File: src/rtl/vga_pkg.sv
// Shared VGA timing defaults and colour constants.
// Used by the timing generator and by the game logic.
package vga_pkg;

  localparam int CLK_DIV_DEF      = 4;
  localparam int H_TOTAL_DEF      = 800;
  localparam int H_SYNC_DEF       = 96;
  localparam int H_DISP_START_DEF = 144;
  localparam int H_DISP_END_DEF   = 783;
  localparam int V_TOTAL_DEF      = 525;
  localparam int V_SYNC_DEF       = 2;
  localparam int V_DISP_START_DEF = 35;
  localparam int V_DISP_END_DEF   = 514;
  localparam int TICK_FRAMES_DEF  = 1;

  localparam logic [11:0] RED    = 12'hF00;
  localparam logic [11:0] YELLOW = 12'hFF0;
  localparam logic [11:0] BLACK  = 12'h000;

  typedef struct packed {
    logic [3:0] r;
    logic [3:0] g;
    logic [3:0] b;
  } rgb_t;

  function automatic rgb_t to_rgb(input logic [11:0] c);
    return rgb_t'(c);
  endfunction

endpackage

File: src/rtl/vga_sync_counter.sv
// Pixel-clock divider plus horizontal/vertical counters.
// Ports: clk, rst_n in; pix_en, hCount, vCount, frame_wrap out.
module vga_sync_counter
  import vga_pkg::*;
#(
  parameter int CLK_DIV = CLK_DIV_DEF,
  parameter int H_TOTAL = H_TOTAL_DEF,
  parameter int V_TOTAL = V_TOTAL_DEF
) (
  input  logic       clk,
  input  logic       rst_n,
  output logic       pix_en,
  output logic [9:0] hCount,
  output logic [9:0] vCount,
  output logic       frame_wrap
);

  localparam int DW = (CLK_DIV > 1) ? $clog2(CLK_DIV) : 1;
  localparam logic [DW-1:0] DIV_LAST = DW'(CLK_DIV - 1);
  localparam logic [9:0] H_LAST = 10'(H_TOTAL - 1);
  localparam logic [9:0] V_LAST = 10'(V_TOTAL - 1);

  logic [DW-1:0] div;
  logic          h_last;
  logic          v_last;

  always_ff @(posedge clk or negedge rst_n) begin
    if (!rst_n) begin
      div <= '0;
    end else if (div == DIV_LAST) begin
      div <= '0;
    end else begin
      div <= div + 1'b1;
    end
  end

  // Gated by rst_n so CLK_DIV=1 cannot strobe while in reset.
  assign pix_en = rst_n & (div == DIV_LAST);
  assign h_last = (hCount == H_LAST);
  assign v_last = (vCount == V_LAST);
  assign frame_wrap = pix_en & h_last & v_last;

  always_ff @(posedge clk or negedge rst_n) begin
    if (!rst_n) begin
      hCount <= '0;
      vCount <= '0;
    end else if (pix_en) begin
      if (h_last) begin
        hCount <= '0;
        vCount <= v_last ? 10'd0 : vCount + 10'd1;
      end else begin
        hCount <= hCount + 10'd1;
      end
    end
  end

endmodule

File: src/rtl/vga_timing_gen.sv
// VGA timing generator with registered DAC outputs and game tick.
// Ports: clk, rst_n, rgb_in in; counters, syncs, colour, strobes out.
module vga_timing_gen
  import vga_pkg::*;
#(
  parameter int CLK_DIV      = CLK_DIV_DEF,
  parameter int H_TOTAL      = H_TOTAL_DEF,
  parameter int H_SYNC       = H_SYNC_DEF,
  parameter int H_DISP_START = H_DISP_START_DEF,
  parameter int H_DISP_END   = H_DISP_END_DEF,
  parameter int V_TOTAL      = V_TOTAL_DEF,
  parameter int V_SYNC       = V_SYNC_DEF,
  parameter int V_DISP_START = V_DISP_START_DEF,
  parameter int V_DISP_END   = V_DISP_END_DEF,
  parameter int TICK_FRAMES  = TICK_FRAMES_DEF
) (
  input  logic        clk,
  input  logic        rst_n,
  input  logic [11:0] rgb_in,
  output logic [9:0]  hCount,
  output logic [9:0]  vCount,
  output logic        bright,
  output logic        pix_en,
  output logic [3:0]  vgaR,
  output logic [3:0]  vgaG,
  output logic [3:0]  vgaB,
  output logic        hSync,
  output logic        vSync,
  output logic        game_tick
);

  localparam int FW = (TICK_FRAMES > 1) ? $clog2(TICK_FRAMES) : 1;
  localparam logic [FW-1:0] F_LAST = FW'(TICK_FRAMES - 1);

  logic          frame_wrap;
  logic          hs_raw;
  logic          vs_raw;
  logic [FW-1:0] frame_cnt;
  rgb_t          pix;

  vga_sync_counter #(
    .CLK_DIV (CLK_DIV),
    .H_TOTAL (H_TOTAL),
    .V_TOTAL (V_TOTAL)
  ) u_cnt (
    .clk        (clk),
    .rst_n      (rst_n),
    .pix_en     (pix_en),
    .hCount     (hCount),
    .vCount     (vCount),
    .frame_wrap (frame_wrap)
  );

  assign bright = (hCount >= 10'(H_DISP_START))
                & (hCount <= 10'(H_DISP_END))
                & (vCount >= 10'(V_DISP_START))
                & (vCount <= 10'(V_DISP_END));

  assign hs_raw = ~(hCount < 10'(H_SYNC));
  assign vs_raw = ~(vCount < 10'(V_SYNC));
  assign pix    = bright ? to_rgb(rgb_in) : to_rgb(BLACK);

  // One pixel of latency on every DAC-side output keeps them aligned.
  always_ff @(posedge clk or negedge rst_n) begin
    if (!rst_n) begin
      vgaR  <= '0;
      vgaG  <= '0;
      vgaB  <= '0;
      hSync <= 1'b1;
      vSync <= 1'b1;
    end else if (pix_en) begin
      vgaR  <= pix.r;
      vgaG  <= pix.g;
      vgaB  <= pix.b;
      hSync <= hs_raw;
      vSync <= vs_raw;
    end
  end

  always_ff @(posedge clk or negedge rst_n) begin
    if (!rst_n) begin
      frame_cnt <= '0;
    end else if (frame_wrap) begin
      frame_cnt <= (frame_cnt == F_LAST) ? '0 : frame_cnt + 1'b1;
    end
  end

  assign game_tick = frame_wrap & (frame_cnt == F_LAST);

endmodule

File: config.mk
export PLATFORM = sky130hd
export DESIGN_NAME = vga_timing_gen
export DESIGN_NICKNAME = d
export VERILOG_FILES = /design/src/rtl/vga_pkg.sv /design/src/rtl/vga_sync_counter.sv /design/src/rtl/vga_timing_gen.sv
export SDC_FILE = /design/constraint.sdc
export NUM_CORES = 1
export LEC_CHECK = 0
export CORE_UTILIZATION = 45
export DETAILED_ROUTE_END_ITERATION = 12
export PLACE_DENSITY_LB_ADDON = 0.05
export SETUP_SLACK_MARGIN = 0.05
export SLEW_MARGIN = 25
export SYNTH_ARGS = -nofsm -noshare
export SYNTH_HDL_FRONTEND = slang
export SYNTH_HIERARCHICAL = 1
export SYNTH_SLANG_ARGS = --single-unit
File: constraint.sdc
create_clock -name clk -period 2.92 [get_ports clk]
set_clock_uncertainty 0.15 [all_clocks]
set_input_delay 0.876 -clock clk [delete_from_list [all_inputs] [get_ports clk]]
set_output_delay 0.876 -clock clk [all_outputs]
set_load 0.02 [all_outputs]
==> summary.md <==
| Metric | Value |
|---|---|
| Status | `completed` |
| Sink Count | `36` |
| Post-route clock period utilization | `95.4%` |
| Met1 WL | `2220 µm` |
| DR DRC count | `0` |
| Clk pin slew, worst setup/hold paths | `70 ps` |
| Global-route wire length before repair | `7440 µm` |
| P&R area growth vs syn | `40.3%` |
| HP Start | `u_cnt/div[0]` |
| Core area | `4090 µm²` |
| Layout cells sized above 1 | `23.8%` |
| CP Launch Type | `flip-flop` |
| Min Tclk post-route | `2790 ps` |
| Post-CTS setup buffers | `0` |
| Final Hold Viols | `0` |
| Number of synthesized flops with an enable pin | `0` |
| Final Power | `0.00106 W` |
| Worst hold path class | `flip-flop to flip-flop` |
| Register area | `903 µm²` |
| Fillers | `310` |
| WL per Instance | `15.5 µm` |
| TritonCTS clock tree | `yes` |
| Relative slew slack | `68.7%` |
| Htree depth | `2` |
| Cell Area, Synth | `1960 µm²` |
| RSZ-0062 raised after global routing | `yes` |
| Post-Synthesis Cells | `184` |
| I/O pin count | `51` |
| Crit path kind | `flip-flop to output pin` |
| Worst skew pair latency | `290 ps` |
| Worst-margin pin slew | `469 ps` |
| GRT Total Usage | `22.4%` |
| Starting Density | `48.0%` |
| Rows | `23` |
| Grt ovf | `0` |
| Met2 wire length | `2180 µm` |
| Die footprint | `4630 µm²` |
| Final Wtd Congestion | `0.960` |
| Primary FF master, synth | `dfrtp_1` |
| Worst Setup SP | `u_cnt/vCount[1]` |
| Area of the multi-input gates | `980 µm²` |
| Peak VDD IR | `0.000357 V` |
| Number of synthesized register bits | `36` |
| Met3 routed WL | `367 µm` |
| Initial antenna violation count | `0` |
| Syn_area_per_cell | `10.7 µm²` |
| Worst r2r src | `u_cnt/hCount[1]` |
| Max Root-Sink Buffers | `2` |
| Post-Syn Nets | `202` |
| WL final | `4840 µm` |
| Drt via density | `5.61` |
| CTS root buf | `clkbuf_8` |
| Max layer used | `met4` |
| Syn. warnings | `6` |
| Max Clock Freq | `359 MHz` |
| Router iterations before antenna repair | `4` |
| Largest net degree at the start of global routing | `38` |
| Max-slew violation count | `0` |
| Critical Path RT | `1890 ps` |
| Max-Cap Viols | `0` |
| Number of global-route vias before repair | `1576` |
| Final setup vio count | `0` |
| Die Y-Extent | `68.1 µm` |
| Async set or reset register ratio after synthesis | `100%` |
| Via Count | `1745` |
| Cell variety after synth | `45` |
| Area of placed instances | `2660 µm²` |
| IO buf count | `50` |
| Die Width | `68.1 µm` |
| P_leak | `1.27 nW` |
| Sequential share of the synthesized area | `46.0%` |
| Detailed Route Iter0 Violations | `91` |
| CP Capture Type | `output pin` |
| Crit path DAT | `1760 ps` |
| Pwr/cell area | `384 nW/µm²` |
| Routed Antenna Nets | `0` |
| Critical path peak fanout | `2` |
| DP Wirelength | `3470 µm` |
| Total CTS buffers | `5` |
| Non-Filler Cell Area, Final | `2760 µm²` |
| # diodes | `0` |
| NumNets Final | `278` |
critical path, cell delays in order (launching register included):
cell and delay, ps:
dfrtp_1 370, inv_1 80, ha_1 160, nand4_1 100
or4_4 500, nor2_2 110, buf_4 150
cell usage in the layout, fill, tap and decap left out, types with 2 or more instances in the layout:
cell / n
nor4_2: 2
a41oi_1: 2
dfrtp_1: 34
nor3_1: 6
clkbuf_8: 6
a21oi_1: 4
or3_1: 3
ha_1: 4
nand3_1: 7
or4_4: 2
clkbuf_1: 2
o41ai_1: 3
mux2i_1: 2
o21ai_0: 2
and4_1: 3
o21ai_1: 3
xor2_1: 2
o41ai_2: 8
xnor2_1: 7
nor2_1: 6
nand4_1: 6
inv_1: 5
dfstp_2: 2
nand2b_1: 12
and3_1: 3
nand3_2: 2
buf_4: 29
nand2_1: 28
a31oi_1: 2
clkdlybuf4s50_1: 46
layer usage:
layer,GRT usage (%),up-vias
met2,34.1,75
met3,6.67,7
met4,9.38,0
met1,29.6,835
met5,0,-
li1,-,828
Yosys cell counts (2+ instances only):
cell / number / share of area, %
and4_1: 3 / 1.3
inv_1: 5 / 0.96
dfstp_2: 2 / 2.7
buf_6: 2 / 1.1
nor4_2: 2 / 1.3
nand4_1: 6 / 1.9
nand2_1: 28 / 5.4
a31oi_1: 3 / 0.96
nor2_1: 7 / 1.3
o21ai_1: 3 / 0.76
dfrtp_1: 34 / 43
o41ai_2: 8 / 6.6
nor3_1: 6 / 1.5
clkbuf_1: 3 / 0.57
and3_1: 3 / 0.96
nand3_1: 7 / 1.8
mux2i_1: 2 / 1.0
or3_1: 3 / 0.96
xnor2_1: 7 / 3.1
ha_1: 4 / 2.5
o41ai_1: 3 / 1.3
nand3_2: 2 / 1.0
a41oi_1: 2 / 0.89
buf_4: 2 / 0.76
nand2b_1: 12 / 3.8
o21ai_0: 2 / 0.51
xor2_1: 2 / 0.89
a21oi_1: 4 / 1.0
registers in the layout, indices dropped and copies added, names as in the netlist:
| signal | cells |
|---|---|
| vgaG | 4 |
| vSync | 1 |
| u_cnt/hCount | 10 |
| u_cnt/vCount | 10 |
| u_cnt/div | 2 |
| vgaR | 4 |
| hSync | 1 |
| vgaB | 4 |
worst paths after layout:
kind | endpoint | slack, ps | cells past startpoint
worst max-delay path | game_tick | 130 | 6
worst min register to register | u_cnt/div[0] | 280 | 1
worst max register to register | u_cnt/vCount[1] | 1010 | 7
min in group asynchronous | vgaG[3] | 600 | 3
worst min-delay path | u_cnt/div[0] | 280 | 1
max in group asynchronous | vSync | 1680 | 3
timing repair:
item	CTS	global route
gates resized for setup	6	6
endpoints found under the setup margin	2	3
hold buffers	0	0
where the power goes:
group	internal [W]	switching [W]
logic	0.0000730	0.0000741
clock network	0.000192	0.000167
registers	0.000519	0.0000313
total	0.000784	0.000273
through the flow:
stage          worst slack (ps)  instances  TNS (ps)  utilization [%]  hold WS [ps]
3_5_place_dp               -151        303      -151             65.2           275
3_3_place_gp               -160        303      -160             65.2           264
4_1_cts                    61.4        311         0             67.3           285
2_1_floorplan               152        184         0                -           253
5_1_grt                    44.9        311         0             67.4           299
6_report                    135        311         0             67.4           277
final cells by class:
type | instances | area share, %
sequential | 36 | 32.8
clock buffer | 8 | 3.27
multi-input combinational | 134 | 35.6
tap | 50 | 2.27
timing repair buffer | 78 | 25.4
inverter | 5 | 0.681
kinds of logic (layout without fill, tap and decap cells):
logic type	count (synthesis)	count (layout)	share of synthesized area, %
fa+ha+maj	4	4	2.55
mux	2	2	1.02
buf+inv	14	91	4.72
flops	36	36	46.0
simple gates	87	87	25.1
compound gates	32	32	16.6
xor+xnor	9	9	4.02
Note: power is estimated with default switching activity, not from simulation.
==> RTL change, RTL diff (same flow settings) <==
Make the reset (`rst_n`) synchronous in 4 clocked blocks.
--- a/src/rtl/vga_sync_counter.sv
+++ b/src/rtl/vga_sync_counter.sv
@@ -24,7 +24,7 @@
   logic          h_last;
   logic          v_last;
 
-  always_ff @(posedge clk or negedge rst_n) begin
+  always_ff @(posedge clk) begin
     if (!rst_n) begin
       div <= '0;
     end else if (div == DIV_LAST) begin
@@ -40,7 +40,7 @@
   assign v_last = (vCount == V_LAST);
   assign frame_wrap = pix_en & h_last & v_last;
 
-  always_ff @(posedge clk or negedge rst_n) begin
+  always_ff @(posedge clk) begin
     if (!rst_n) begin
       hCount <= '0;
       vCount <= '0;
--- a/src/rtl/vga_timing_gen.sv
+++ b/src/rtl/vga_timing_gen.sv
@@ -61,7 +61,7 @@
   assign pix    = bright ? to_rgb(rgb_in) : to_rgb(BLACK);
 
   // One pixel of latency on every DAC-side output keeps them aligned.
-  always_ff @(posedge clk or negedge rst_n) begin
+  always_ff @(posedge clk) begin
     if (!rst_n) begin
       vgaR  <= '0;
       vgaG  <= '0;
@@ -77,7 +77,7 @@
     end
   end
 
-  always_ff @(posedge clk or negedge rst_n) begin
+  always_ff @(posedge clk) begin
     if (!rst_n) begin
       frame_cnt <= '0;
     end else if (frame_wrap) begin
Formal check against the unedited RTL: differs if rst_n is asserted again (counterexample within 10 cycles, from zero or initial values and one cycle with rst_n low); with rst_n held inactive, the same outputs for 10 cycles.
==> RTL change against the original RTL <==
Non-clock buffer count fell by 1. Final area fell by 8.8%. Via count fell by 5.1%. Critical path depth fell by 1. Sequential share of layout area fell by 4.1 points. Hold slack got worse by 0.0018 ns. Wire length fell by 9.2%. Setup slack improved by 0.036 ns. Die area fell by 15%. Area after synthesis fell by 15%. Sequential cell count did not move. Count of clock-buffer cells in the layout fell by 3. Critical path type is now input pin to output port. Critical endpoint unchanged.
Power is not compared: it rests on default switching activity, and its combinational part moved more than twofold at a synthesized area within 25%.
==> RTL change: results (changes against the original RTL) <==
| Metric | Value |
|---|---|
| First-pass GRT wire length | 7500 microns (+0.83%) |
| Fin crit share | 0.942 (-0.0123) |
| Routed length on met3 | 257 microns (-30%) |
| Layout cell share with drive strength beyond 1 | 0.184 (-0.0532) |
| # nets final | 272 (-2.2%) |
| Critical Path Start | rst_n |
| I/O Buffers | 50 (unchanged) |
| Sequential area share after synthesis | 0.433 (-0.0274) |
| Mux cell area share after synthesis | 0 (-0.0102) |
| Most used flip-flop cell after synthesis | dfxtp_1 |
| Compound-Gate Fraction of Synth Area | 0.205 (+0.0394) |
| Hold depth | 1 (unchanged) |
| Yosys cell types | 44 (-2.2%) |
| Status | finished clean |
| Reg-to-reg startpoint | u_cnt/hCount[0] |
| GR met2 Demand/Resource | 0.404 (+0.0628) |
| M3 GR Usage | 0.0748 (+0.00815) |
| Relative slew margins | 0.475 (-0.212) |
| Met1 usage | 0.288 (-0.00885) |
| Post-Synth Adder-Cell Area | 0.0301 (+0.00456) |
| Async SR Flop Fraction | 0 (-1.00) |
| Final Wtd Congestion | 0.865 (-10%) |
| Initial DRC count | 78 (-14%) |
| Worst hold path endpoint | u_cnt/div[0] |
| Top cells by count, synth | dfxtp_1 (36), nand2_1 (18), a22o_1 (12), nor2_1 (11), nand3_1 (7) |
| Post-Syn Nets | 195 (-3.5%) |
| Slowest stage delay, CP | 0.44 ns (-0.06 ns) |
| Met1 wire length | 1930 microns (-13%) |
| Path depth of the worst reg2reg path | 6 (-1) |
| Post-DP Area | 2400 sq um (-10%) |
| Pin count of the biggest net entering global routing | 23 (-39%) |
| Top cells by area in the synthesized netlist | dfxtp_1 (43%), a22o_1 (6.3%), nand2_1 (4.1%) |
| Worst r2r dst | u_cnt/vCount[9] |
| Hold_sp | u_cnt/div[0] |
| Final WL | 4390 microns (-9.2%) |
| Post-DP HPWL | 3240 microns (-6.8%) |
| XOR/XNOR Fraction of Synth Area | 0.0421 (+0.00192) |
| PostCTS Resize Cnt | 16 (+10) |
| GR Util All Layers | 0.240 (+0.0158) |
| DP Worst Slack | -0.799 ns (-0.648 ns) |
| Via count | 1656 (-5.1%) |
RTL change: changes by cell type after synthesis, moves of 3 or more:
cell | unedited run | this run
and3_1 | 3 | 6
nor4_1 | 0 | 4
dfxtp_1 | 0 | 36
nand2_1 | 28 | 18
a22o_1 | 0 | 12
o41ai_1 | 3 | 0
nand4b_1 | 0 | 3
o41ai_2 | 8 | 0
or3_1 | 3 | 0
nand2b_1 | 12 | 2
o31ai_1 | 1 | 4
dfrtp_1 | 34 | 0
nor2_1 | 7 | 11
RTL change: area by class of cell:
cell class / count / area (sq um)
Timing Repair Buffer: 77 / 703
Tap cell: 46 / 57.6
Multi-Input combinational cell: 129 / 901
Clock inverter: 3 / 42.5
Inverter: 5 / 18.8
Clock buffer: 5 / 68.8
Sequential cell: 36 / 721
Fill cell: 277 / 930
RTL change: through the flow:
stage,hold WS [ns],util,std cells
after floorplan,0.255,-,177
after global placement,0.265,0.696,293
after detailed placement,0.268,0.696,293
after CTS,0.279,0.731,301
after global routing,0.303,0.730,301
final,0.275,0.730,301
